**config.mk**
```make
export PLATFORM = sky130hd
export DESIGN_NAME = if_fetch_stage
export DESIGN_NICKNAME = d
export VERILOG_FILES = /design/src/rtl/if_fetch_stage.sv
export SDC_FILE = /design/constraint.sdc
export NUM_CORES = 1
export LEC_CHECK = 0
export CAP_MARGIN = 20
export CORE_MARGIN = 4
export CORE_UTILIZATION = 38
export CTS_BUF_LIST = sky130_fd_sc_hd__clkbuf_2 sky130_fd_sc_hd__clkbuf_4 sky130_fd_sc_hd__clkbuf_8
export DETAILED_ROUTE_END_ITERATION = 10
export GPL_ROUTABILITY_DRIVEN = 0
export GPL_TIMING_DRIVEN = 0
export PLACE_DENSITY = 0.58
export SETUP_SLACK_MARGIN = 0.2
export SYNTH_ARGS = -nofsm -noshare
export SYNTH_HDL_FRONTEND = slang
export SYNTH_SLANG_ARGS = --single-unit
export TNS_END_PERCENT = 20
```
**constraint.sdc**
```tcl
create_clock -name clk -period 5.05 [get_ports clk]
set_clock_uncertainty 0.05 [all_clocks]
set_input_delay 1.01 -clock clk [delete_from_list [all_inputs] [get_ports clk]]
set_output_delay 1.01 -clock clk [all_outputs]
set_load 0.01 [all_outputs]
```
**src/rtl/if_fetch_stage.sv**
```systemverilog
// RV32 instruction-fetch stage: PC, 1-cycle imem reads, and a skid buffer.
// Delivers {instr,pc} to ID over valid/ready; EX redirects flush and restart.
module if_fetch_stage #(
  parameter logic [31:0] RESET_PC  = 32'h0000_0000,
  parameter logic [31:0] NOP_INSTR = 32'h0000_0013
) (
  input  logic        clk,
  input  logic        rst_n,
  input  logic        ready_I,
  input  logic        redirect_I,
  input  logic [31:0] redirect_pc_I,
  output logic        imem_req_O,
  output logic [31:0] imem_addr_O,
  input  logic [31:0] imem_rdata_I,
  output logic [31:0] instr_IF_O,
  output logic [31:0] pc_IF_O,
  output logic        valid_IF_O
);

  typedef struct packed {
    logic [31:0] instr;
    logic [31:0] pc;
  } fetch_t;

  logic [31:0] pc_q, pc_d;
  logic        pend_q, pend_d;
  logic [31:0] pend_pc_q, pend_pc_d;
  fetch_t      out_q, out_d;
  logic        out_v_q, out_v_d;
  fetch_t      skid_q, skid_d;
  logic        skid_v_q, skid_v_d;

  logic        xfer;
  logic        stall_blk;
  logic        req;
  logic [31:0] redir_pc;
  logic [31:0] fetch_pc;
  fetch_t      resp;

  assign redir_pc  = redirect_pc_I & ~32'h3;
  assign xfer      = out_v_q & ready_I;
  assign stall_blk = pend_q & out_v_q & ~ready_I;
  // A read only issues when a landing slot is guaranteed next cycle.
  assign req       = rst_n & (redirect_I | (~skid_v_q & ~stall_blk));
  assign fetch_pc  = redirect_I ? redir_pc : pc_q;
  assign resp      = '{instr: imem_rdata_I, pc: pend_pc_q};

  assign imem_req_O  = req;
  assign imem_addr_O = fetch_pc;
  assign instr_IF_O  = out_v_q ? out_q.instr : NOP_INSTR;
  assign pc_IF_O     = out_q.pc;
  assign valid_IF_O  = out_v_q;

  // Next state: redirect flushes; else skid drains first, then response lands.
  always_comb begin
    pc_d      = pc_q;
    pend_d    = req;
    pend_pc_d = pend_pc_q;
    out_d     = out_q;
    out_v_d   = out_v_q;
    skid_d    = skid_q;
    skid_v_d  = skid_v_q;
    if (req) begin
      pc_d      = fetch_pc + 32'd4;
      pend_pc_d = fetch_pc;
    end
    if (redirect_I) begin
      out_v_d  = 1'b0;
      skid_v_d = 1'b0;
    end else if (skid_v_q && xfer) begin
      out_d    = skid_q;
      skid_v_d = 1'b0;
    end else if (pend_q) begin
      if (!out_v_q || xfer) begin
        out_d   = resp;
        out_v_d = 1'b1;
      end else begin
        skid_d   = resp;
        skid_v_d = 1'b1;
      end
    end else if (xfer) begin
      out_v_d = 1'b0;
    end
  end

  // State registers; reset drops every in-flight fetch.
  always_ff @(posedge clk or negedge rst_n) begin
    if (!rst_n) begin
      pc_q      <= RESET_PC;
      pend_q    <= 1'b0;
      pend_pc_q <= 32'd0;
      out_q     <= '{instr: NOP_INSTR, pc: 32'd0};
      out_v_q   <= 1'b0;
      skid_q    <= '{instr: NOP_INSTR, pc: 32'd0};
      skid_v_q  <= 1'b0;
    end else begin
      pc_q      <= pc_d;
      pend_q    <= pend_d;
      pend_pc_q <= pend_pc_d;
      out_q     <= out_d;
      out_v_q   <= out_v_d;
      skid_q    <= skid_d;
      skid_v_q  <= skid_v_d;
    end
  end

endmodule
```
## Yosys cells after proc, flatten, opt, wreduce, memory -nomap -nowiden

Cells that the tools add are included.

| cells by class | value |
|---|---|
| add/subtract/negate cells | 1 |
| equal/unequal tests | 3 |
| mux-type cells | 14 |
| bitwise operators | 12 |
| reductions and logical operators | 11 |

Operator list:

| cell | count |
|---|---|
| two-way mux 64 bit | 3 |
| two-way mux 32 bit | 2 |
| adder 32 x 3 -> 32 bit, second input constant | 1 |
| two-way mux 1 bit | 9 |
| NOT 1 bit | 6 |
| AND reduction 3 bit | 2 |
| nonzero test 3 bit | 2 |
| bitwise AND 1 bit | 5 |
| AND reduction 4 bit | 1 |
| nonzero test 2 bit | 2 |
| inequality test 3 x 2 -> 1 bit, second input constant | 1 |
| inequality test 3 bit, second input constant | 1 |
| inequality test 2 bit, second input constant | 1 |
| AND reduction 2 bit | 1 |
| logical AND 1 bit | 1 |
| logical NOT 1 bit | 1 |
| logical OR 1 bit | 1 |
| OR 1 bit | 1 |

| storage, ports and cells | value |
|---|---|
| register bits after elaboration | 195 |
| output and inout bits | 98 |
| logic and storage cells | 50 |

## Longest topological paths before layout

| logic depth | value |
|---|---|
| word-level depth | 6 |
| depth in mapped cells | 11 |

## Worst setup path after synthesis

OpenSTA, ideal clock, no wires.

| timing path | value |
|---|---|
| path type | input -> register |
| start | in redirect_I |
| end | reg pc_q[30] |
| setup time | 95 ps |
| data arrival time | 3802 ps |
| required time | 4905 ps |
| slack | 1103 ps |
| stages on the path | 11 |
| buffers on the path | 4 |
| path through | buf_4 buf_4 buf_2 clkbuf_1 mux2_2 ha_1 nand4_2 a222oi_1 nand4_2 o21a_1 o31ai_1 |

| between the ends | value |
|---|---|
| longest elaborated chain between the ends | 2 |
| elaborated cells between the ends (all ways) | 4 |

Ends and longest elaborated chain:

| what | RTL line | text |
|---|---|---|
| from (decl) | 10 | `input logic redirect_I,` |
| two-way mux 32 bit | 45 | `assign fetch_pc = redirect_I ? redir_pc : pc_q;` |
| named net imem_addr_O[3] | 13 | `output logic [31:0] imem_addr_O,` |
| adder 32 x 3 -> 32 bit | 64 | `pc_d = fetch_pc + 32'd4;` |
| to (signal assigned) | 97 | `pc_q <= pc_d;` |
| to (decl) | 25 | `logic [31:0] pc_q, pc_d;` |

The timed path passes the listed nets, and every way through them passes these cells.
A chain may end at the register's enable or synchronous reset.

## Worst setup path after layout

| timing path | value |
|---|---|
| start | in redirect_I |
| end | out imem_req_O |

| between the ends | value |
|---|---|
| longest elaborated chain between the ends | 2 |

Ends and longest elaborated chain:

| what | RTL line | text |
|---|---|---|
| OR 1 bit | 44 | `assign req = rst_n & (redirect_I \| (~skid_v_q & ~stall_blk));` |
| bitwise AND 1 bit | 44 |  |
| to (decl) | 12 | `output logic imem_req_O,` |

No other way between the ends.

==> results.txt <==
* Top post-synthesis cells by count: sky130_fd_sc_hd__dfrtp_1, sky130_fd_sc_hd__nand2_1, sky130_fd_sc_hd__mux2i_1
- Register clock-pin slew on the reported worst setup and hold paths: 0.12 ns
- Counting the buffers created by CTS gives 17.
* Count of fill cells added during filler insertion: 2217
- Sequential area share after synthesis: 52.22%
- Adder and majority cell fraction of the synthesized area: less than 1%
* Cell type with the largest total area after synthesis: sky130_fd_sc_hd__dfrtp_1
- I/O pins: 166
- The number of nets in the synthesized netlist is 938.
* Time the final worst path needs with I/O delays and setup: between 4 and 5 ns
* Outcome: complete, no violations
- The Yosys step of the flow raised 0 warnings.
* Endpoint of the worst-slack reg-to-reg timing path: pc_q[29]$_DFFE_PN0P_
- The net count of the finished layout is 1123.
- Total power divided by cell area: 363.5 nW/um2
* Fin. Hold Viols: 0
- Worst slew slack as a fraction of its limit: approximately 42%
* Synth Register Bits: ~190
* Total inserted antenna cells: 0
* Largest vdd supply drop: 0.1547 mV
* Die span in x: 164.1 um
* Vertical extent of the die: 164.1 um
- Longest Clk Path Bufs: 2
- Clock tree sinks: 193
- Antenna-violating nets left: 0
- Pin count of the biggest net entering global routing: approximately 100
- TritonCTS built the clock tree.
- Ratio of final minimum period to clock period: between 90% and 100%
- Antenna violations before repair: 0
- Per-cell routed wire length: 17.96 um
- In this run, the number of DRC markers left after iteration 0 of detailed routing was 411.
* First-pass detailed-route iteration total: 5
- Vias in the first global route: 7074
- Summing the areas of all compound-gate instances in the mapped netlist gives 8.470% of the synthesized area.
- Ys async rst share: 100.0%
* Reg-to-reg startpoint: valid_IF_O$_DFFE_PN0P_
- Avg Synthesized Cell Area: approximately 11 um2
* Data required, critical path: 3.99 ns
* Unrepaired setup endpoints after global routing: true
- Overall track demand over capacity in global routing: 18.82%
* Transition time at the pin with the least slew margin: 0.8665 ns
- After synthesis, the largest family of logic cells by area is multiplexers.
- Number of synthesized flops with an enable pin: 0
- In the final layout, flip-flops and latches occupy 4837 um2.
- After synthesis, the share of cell area in mux cells is 18.11%.
- Sorting the synthesized cells by area gives the leading types as sky130_fd_sc_hd__dfrtp_1, sky130_fd_sc_hd__mux2_2, sky130_fd_sc_hd__mux2i_1.
- For this run, the top clock speed supported by timing is 207.8 MHz.
- After global routing the overflow that remains totals 0.
* Wire length of the first global-routing pass: between 30000 and 40000 um
- In this run the register-to-register setup slack is 2.25 ns.
- In this run the biggest area consumer among cell types represents 50.52% of the synthesized area.
- DRC violations left: 0
- Worst hold path class: in -> async
* Final Setup Violations: 0
- FF-to-FF path depth: 9
- Post-DP HPWL: 17770 um
* Critical-path maximum fanout: 11
* Clock Root Buffer: sky130_fd_sc_hd__clkbuf_8
- Area Overhead vs Synth: 27.39%
* Sort of element at the start of the critical path: input pin
- Including well taps, the total number of placed cells is 1352.
* Combined area of all synthesized cells: 9263 um2
- The die covers 26940 um2.
- In this run, distinct cell masters in the synthesized netlist total 50.
* Most repeated cell in the gate-level netlist after synthesis: sky130_fd_sc_hd__dfrtp_1
* Predominant post-synthesis flop cell: sky130_fd_sc_hd__dfrtp_1
* Area of the multi-input gates: 3896 um2
* Post-detailed-routing wire length: 24890 um
- The core region is 23750 um2.
- For this design the static power due to leakage is 5.462 nW.
* Number of vias per cell: 5.051
- Summing the areas of all xor and xnor instances in the mapped netlist gives 1.891% of the synthesized area.
- Level count of the clock H-tree: 4
- The floorplan has 56 rows.
- Ratio of cells with drive above 1 in the final layout: 15.46%
* Arr. time, crit path: 3.75 ns
* Share of the core filled with cells: about half
- The routed layout has 7000 vias.
* Gate count of the mapped netlist: 869
- Crit path capture type: output pin
- The clock reaches the later pin of the worst-skew pair after 0.48 ns.
- Simple logic cell fraction of the synthesized area: around 13%
* Finished Layout Cells: 1386
- The final number of max-transition violations was 0.
- Port buffering added 163 buffers.
- Across the run, the number of max-cap violations was 0.
* Starting density of the core: 39.00%
* Worst Path Class, Setup: in -> out
cell usage in the layout (no fill, tap or decap), drive strengths merged, types with 2 or more instances in the layout:
master and count:
clkbuf 56, mux2 77, nor3 3, a21boi 2, nand4 15, o21a 3
clkdlybuf4s50 162, mux2i 81, nand4b 7, a221oi 3, a21oi 74, or4 2
and3 3, a211oi 2, buf 48, dfstp 6, clkinv 6, o21ai 41
xnor2 15, o31ai 5, inv 26, dfrtp 187, nor2 69, nand3b 3
bufinv 3, nand2b 5, xor2 5, and2 31, nand2 93, nor2b 5
nand3 16
power by group:
group	switching [mW]	total, mW	internal (mW)
Clock	0.630	1.15	0.516
Sequential	0.188	2.07	1.88
Combinational	0.474	1.07	0.598
sequential cells by signal (all words and copies together), names as in the netlist:
name and cells:
pend_q 1, out_q 32, pc_q 32, valid_IF_O 1, skid_v_q 1, skid_q 64
pend_pc_q 30, pc_IF_O 32
final cells by class:
type,count,share of cell area [%]
Sequential cell,193,40.99
Multi-Input combinational cell,573,33.02
Timing Repair Buffer,166,14.27
Buffer,83,3.860
Tap cell,319,3.382
Clock buffer,17,1.983
Clock inverter,15,1.856
Inverter,20,0.6362
through the flow:
step           setup slack [ns]  area [um2]  power [mW]   TNS, ns  hold slack [ns]
2_1_floorplan             1.103        9263       2.679         0           0.3946
3_3_place_gp             -6.762       11290       3.161  -1394.64           0.4116
3_5_place_dp            -0.4699       11330       3.188    -2.794           0.4182
4_1_cts                  0.1539       11790       4.339         0           0.4406
5_1_grt                 0.08926       11800       4.532         0           0.4147
6_report                 0.2367       11800       4.289         0           0.4033
cell families (layout without fill, tap and decap cells):
kind of cell | count (synthesis) | after routing
buffers and inverters | 103 | 301
AND/OR/NAND/NOR | 255 | 255
adder cells (fa/ha/maj) | 1 | 1
XOR/XNOR | 20 | 20
flip-flops | 193 | 193
multiplexers | 158 | 158
AO/OA/AOI/OAI | 139 | 139
metal layers:
layer	global-route usage [%]	routed length, um	vias up
met5	0	0	-
li1	-	-	3322
met2	29.17	11400	190
met1	27.22	11910	3465
met4	5.223	398	0
met3	3.312	1175	23
worst max-delay path, cell delays in order:
cell,delay (ns)
sky130_fd_sc_hd__clkdlybuf4s50_1,0.52
sky130_fd_sc_hd__buf_6,0.18
sky130_fd_sc_hd__buf_4,0.21
sky130_fd_sc_hd__inv_1,0.05
sky130_fd_sc_hd__a21oi_1,0.17
sky130_fd_sc_hd__nand2_1,0.11
sky130_fd_sc_hd__clkinv_1,0.25
sky130_fd_sc_hd__clkbuf_1,0.58
sky130_fd_sc_hd__clkdlybuf4s50_1,0.67
worst max path at each step:
stage	depth (start not counted)	slack, ns	end	start
5_1_grt	9	0.09	imem_req_O	redirect_I
2_1_floorplan	11	1.10	pc_q[30]$_DFFE_PN0P_	redirect_I
6_report	9	0.24	imem_req_O	redirect_I
4_1_cts	6	0.15	imem_req_O	rst_n
3_5_place_dp	12	-0.47	pc_q[30]$_DFFE_PN0P_	redirect_I
3_3_place_gp	5	-6.76	imem_req_O	rst_n
timing repair:
item / 4_1_cts / 5_1_grt
endpoints found under the setup margin: 6 / 3
hold endpoints to repair: 0 / 0
gates cloned: 0 / 0
buffers inserted: 2 / 0
resized for setup: 0 / 3
hold buffers: 0 / 0
pin swaps: 1 / 0
No activity file was read; power rests on OpenSTA's default activity.
